$ cat src/rtl/fetch.sv
// Instruction fetch unit: reads 16-bit words over a req/ack port, pairs each instruction with its optional extension word and issues it to decode.
// Optional feature: define FETCH_ISSUE_COUNT_EN to add the issue_count output (accepted-transfer counter).
module fetch #(
    parameter logic [15:0] RESET_PC  = 16'h0000,
    parameter logic [15:0] EXT_MASK  = 16'hF000,
    parameter logic [15:0] EXT_MATCH = 16'hF000
) (
    input  logic        cpu_clk,
    input  logic        cpu_rst,
    output logic        mem_req,
    output logic [15:0] mem_addr,
    input  logic        mem_ack,
    input  logic [15:0] mem_rdata,
    output logic [15:0] ins,
    output logic [15:0] ext,
    output logic        ins_en,
    input  logic        dec_ready,
    output logic [15:0] ins_pc,
    input  logic        redirect_en,
    input  logic [15:0] redirect_pc
`ifdef FETCH_ISSUE_COUNT_EN
    ,
    output logic [15:0] issue_count
`endif
);

    localparam logic [1:0] FETCH_INS = 2'd0;
    localparam logic [1:0] FETCH_EXT = 2'd1;
    localparam logic [1:0] ISSUE     = 2'd2;

    logic [1:0]  state_q, state_d;
    logic [15:0] pc_q, pc_d;
    logic [15:0] ins_q, ins_d;
    logic [15:0] ext_q, ext_d;
    logic [15:0] ins_pc_q, ins_pc_d;
    logic        live_s;
    logic        xfer_s;

    function automatic logic has_ext(input logic [15:0] word);
        return (word & EXT_MASK) == EXT_MATCH;
    endfunction

    // Reset and redirect both silence the handshakes in the cycle they are seen.
    assign live_s   = ~cpu_rst & ~redirect_en;
    assign mem_req  = live_s & ((state_q == FETCH_INS) | (state_q == FETCH_EXT));
    assign mem_addr = pc_q;
    assign ins_en   = live_s & (state_q == ISSUE);
    assign xfer_s   = ins_en & dec_ready;
    assign ins      = ins_q;
    assign ext      = ext_q;
    assign ins_pc   = ins_pc_q;

    // Next-state logic; redirect wins over any memory ack or decode handshake.
    always_comb begin
        state_d  = state_q;
        pc_d     = pc_q;
        ins_d    = ins_q;
        ext_d    = ext_q;
        ins_pc_d = ins_pc_q;
        if (redirect_en) begin
            pc_d    = redirect_pc;
            state_d = FETCH_INS;
        end else begin
            case (state_q)
                FETCH_INS: begin
                    if (mem_ack) begin
                        ins_d    = mem_rdata;
                        ins_pc_d = pc_q;
                        pc_d     = pc_q + 16'd1;
                        if (has_ext(mem_rdata)) begin
                            state_d = FETCH_EXT;
                        end else begin
                            ext_d   = 16'h0000;
                            state_d = ISSUE;
                        end
                    end else begin
                        state_d = FETCH_INS;
                    end
                end
                FETCH_EXT: begin
                    if (mem_ack) begin
                        ext_d   = mem_rdata;
                        pc_d    = pc_q + 16'd1;
                        state_d = ISSUE;
                    end else begin
                        state_d = FETCH_EXT;
                    end
                end
                ISSUE: begin
                    if (xfer_s) begin
                        state_d = FETCH_INS;
                    end else begin
                        state_d = ISSUE;
                    end
                end
                default: begin
                    state_d = FETCH_INS;
                end
            endcase
        end
    end

    // State and datapath registers with synchronous reset.
    always_ff @(posedge cpu_clk) begin
        if (cpu_rst) begin
            state_q  <= FETCH_INS;
            pc_q     <= RESET_PC;
            ins_q    <= 16'h0000;
            ext_q    <= 16'h0000;
            ins_pc_q <= 16'h0000;
        end else begin
            state_q  <= state_d;
            pc_q     <= pc_d;
            ins_q    <= ins_d;
            ext_q    <= ext_d;
            ins_pc_q <= ins_pc_d;
        end
    end

`ifdef FETCH_ISSUE_COUNT_EN
    logic [15:0] count_q;

    // Counts accepted transfers only; wraps naturally at 16 bits.
    always_ff @(posedge cpu_clk) begin
        if (cpu_rst) begin
            count_q <= 16'h0000;
        end else if (xfer_s) begin
            count_q <= count_q + 16'd1;
        end else begin
            count_q <= count_q;
        end
    end

    assign issue_count = count_q;
`endif

endmodule

$ cat config.mk
export PLATFORM = sky130hd
export DESIGN_NAME = fetch
export DESIGN_NICKNAME = d
export VERILOG_FILES = /design/src/rtl/fetch.sv
export SDC_FILE = /design/constraint.sdc
export NUM_CORES = 1
export LEC_CHECK = 0
export ABC_AREA = 1
export BUFFER_PORTS_ARGS = -buffer_cell sky130_fd_sc_hd__buf_2
export CAP_MARGIN = 0
export CORE_MARGIN = 3
export CORE_UTILIZATION = 53
export DETAILED_ROUTE_END_ITERATION = 6
export PLACE_DENSITY = 0.85
export SLEW_MARGIN = 20
export SYNTH_ARGS = -nofsm -noshare
export SYNTH_HDL_FRONTEND = slang
export SYNTH_SLANG_ARGS = --single-unit
$ cat constraint.sdc
create_clock -name cpu_clk -period 2.4 [get_ports cpu_clk]
set_clock_uncertainty 0.2 [all_clocks]
set_input_delay 0.48 -clock cpu_clk [delete_from_list [all_inputs] [get_ports cpu_clk]]
set_output_delay 0.48 -clock cpu_clk [all_outputs]
set_load 0.005 [all_outputs]
==> run summary <==
# H-tree levels -> 3
TritonCTS clock tree -> built
R2r endpoint -> mem_addr[11]
DR iter-0 viols -> 316
Detailed-route vias per instance -> 5.13
Initial antenna violation count -> 0
Non-filler cells, final -> 570
Worst skew pair latency -> 0.34 ns
Placed insts -> 554
Post-route clock period utilization -> 81.3%
Setup violations, final -> 0
Reg2Reg Depth -> 7
IO Port Bufs -> 102
Core Area -> 4940 um2
Largest net degree at the start of global routing -> 33
Minimum clock period -> 1.95 ns
Post-synthesis cell type count -> 27
Worst r2r src -> mem_addr[2]
Yosys reg bits -> 66
Setup Fix Bufs, Post-CTS -> 0
Die W -> 79.1 um
Detail Placement HPWL -> 5.51 mm
Total nets after synthesis -> 436
YS warnings -> 0
PostCTS Resize Cnt -> 0
Setup_tns -> 0 ns
Routed wl met2 -> 3.49 mm
Row count -> 25
Clock Pin Slew Worst Setup and Hold Paths -> 0.07 ns
First drt pass iteration count -> 5
Number of I/O pins -> 103
Initial core utilization -> 57.3%
Pleak -> 1.66 nW
CP Launch Type -> input pin
Net count, final -> 536
Post-synth top area share -> 46.7%
PD cells -> 676 nW/um2
Top routing layer used -> met4
Slew HR -> 58.5%
Syn_area_per_cell -> 7.11 um2
Gpl congestion -> 0.872
Total gr overflow -> 0
Setup crit end kind -> primary output
DRT met1 WL -> 3.58 mm
Total Die Area -> 6250 um2
Max-slew violations -> 0
CTS Buf Count -> 9
Fillers -> 440
Post-route DRC -> 0
Result of the run -> completed
Hold_buf cts -> 0
Area growth syn-to-layout -> 25.9%
Crit path launch -> redirect_en
Ant. Diodes -> 0
Max-cap violations -> 0
Mapped Area -> 2830 um2
Total wire length -> 7.85 mm
Synth area leaders -> dfxtp_1 (47%), nor2_1 (12%), o21ai_0 (10%)
Min-delay worst type -> in2reg
Area leader, netlist -> dfxtp_1
CP Max Fanout -> 11
Sequential element share of the synthesized area -> 46.7%
Share of layout cells above drive strength 1 -> 26.8%
First-pass GRT wire length -> 12.5 mm
Required time worst endpoint -> 1.72 ns
Achievable Freq -> 513 MHz
Unrepaired setup endpoints after global routing -> false
Number of clock sinks -> 66
Fin. Hold Viols -> 0
ANT nets after route -> 0
Worst slew pin tran -> 0.622 ns
Setup crit end -> ins_en
VDD IR max -> 0.428 mV
Clock root buffer -> clkbuf_8
Met3 WL -> 649 um
Gr usage total -> 25.7%
Reg2Reg Setup Slack -> 0.65 ns
Die Y -> 79.1 um
Cells after Synth -> 398
Routed len/inst -> 13.8 um
Crit path DAT -> 1.27 ns
Clock Path Buffers -> 2
Vias in the first global route -> 2571
Vias -> 2923
Critical path class -> in2out
cells by family (layout without fill, tap and decap cells):
kind of cell / count (synthesis) / after routing / synth area share, %
xor+xnor: 5 / 5 / 1.55
flops: 66 / 66 / 46.7
compound gates: 91 / 91 / 17.3
buf+inv: 47 / 152 / 7.07
simple gates: 188 / 188 / 27.0
fa+ha+maj: 1 / 1 / 0.442
cell type report:
cell class              count  area, um2  area share, %
inverters                  29        109           3.05
flip-flops and latches     66       1320           37.1
clock buffers              11        151           4.25
repair buffers            107        561           15.7
well taps                  67       83.8           2.35
clock inverters             5       28.8          0.808
multi-input cells         285       1310           36.7
power breakdown:
group,total [mW],switching (mW),internal (mW)
registers,1.22,0.0520,1.17
logic,0.338,0.195,0.143
clock network,0.849,0.424,0.426
layout by cell type (no fill, tap or decap), types with 3 or more instances in the layout:
cell / netlist / routed
nand2_1: 75 / 75
o21ai_0: 59 / 59
inv_1: 24 / 24
buf_2: 4 / 102
nand4_1: 3 / 3
a21oi_1: 22 / 22
clkinv_2: 0 / 4
dfxtp_1: 66 / 66
nand3_1: 14 / 14
inv_2: 5 / 5
xnor2_1: 3 / 3
nor2_1: 90 / 90
buf_4: 5 / 4
clkbuf_8: 0 / 11
a31oi_1: 4 / 4
flip-flops by register name, indices dropped and copies added, names as in the netlist:
signal,cells
ins_pc,16
ext,16
mem_addr,16
state_q,2
ins,16
how the worst min path moves through the flow:
stage              start   endpoint  slack, ns  cells after the start
6_report         cpu_rst  ins_pc[0]       0.19                      2
5_1_grt          cpu_rst  ins_pc[0]       0.19                      2
4_1_cts          cpu_rst  ins_pc[0]       0.18                      2
3_5_place_dp   ins_pc[8]  ins_pc[8]       0.27                      2
3_3_place_gp   ins_pc[4]  ins_pc[4]       0.26                      2
2_1_floorplan     ins[0]     ins[0]       0.28                      2
synthesized netlist by cell type:
cell type,count
o22ai_1,1
nor2_8,1
buf_4,5
o21ai_1,2
o221ai_1,1
nand2_4,1
nor2_2,1
nand2_2,1
a31oi_1,4
nand2_1,75
inv_1,24
ha_1,1
a31oi_4,1
xnor2_1,3
dfxtp_1,66
nand4_1,3
a21oi_1,22
inv_2,5
clkbuf_1,9
xor2_1,2
or2_2,1
nor3_1,1
buf_2,4
o21ai_0,59
nand3_1,14
nor2_1,90
a211oi_2,1
metrics by stage:
| stage | setup slack (ns) | util [%] | total power [mW] | area (um2) | hold WS (ns) |
|---|---|---|---|---|---|
| after global routing | 0.413 | 72.1 | 2.52 | 3560 | 0.195 |
| after global placement | 0.484 | 68.5 | 1.57 | 3380 | 0.256 |
| after CTS | 0.481 | 72.1 | 2.41 | 3560 | 0.184 |
| after floorplan | 0.742 | - | 1.42 | 2830 | 0.278 |
| final | 0.449 | 72.1 | 2.41 | 3560 | 0.193 |
| after detailed placement | 0.471 | 68.5 | 1.58 | 3380 | 0.270 |
worst max-delay path, cell delays in order:
cell and delay [ns]:
buf_2 0.19, nor2_1 0.19, inv_1 0.10, nor2_1 0.16
buf_2 0.14
metal layers:
layer,GRT usage [%],up-vias
li1,-,1486
met1,36.1,1302
met2,38.6,124
met3,5.78,11
met4,8.93,0
met5,0,-
No activity file was read; power rests on OpenSTA's default activity.
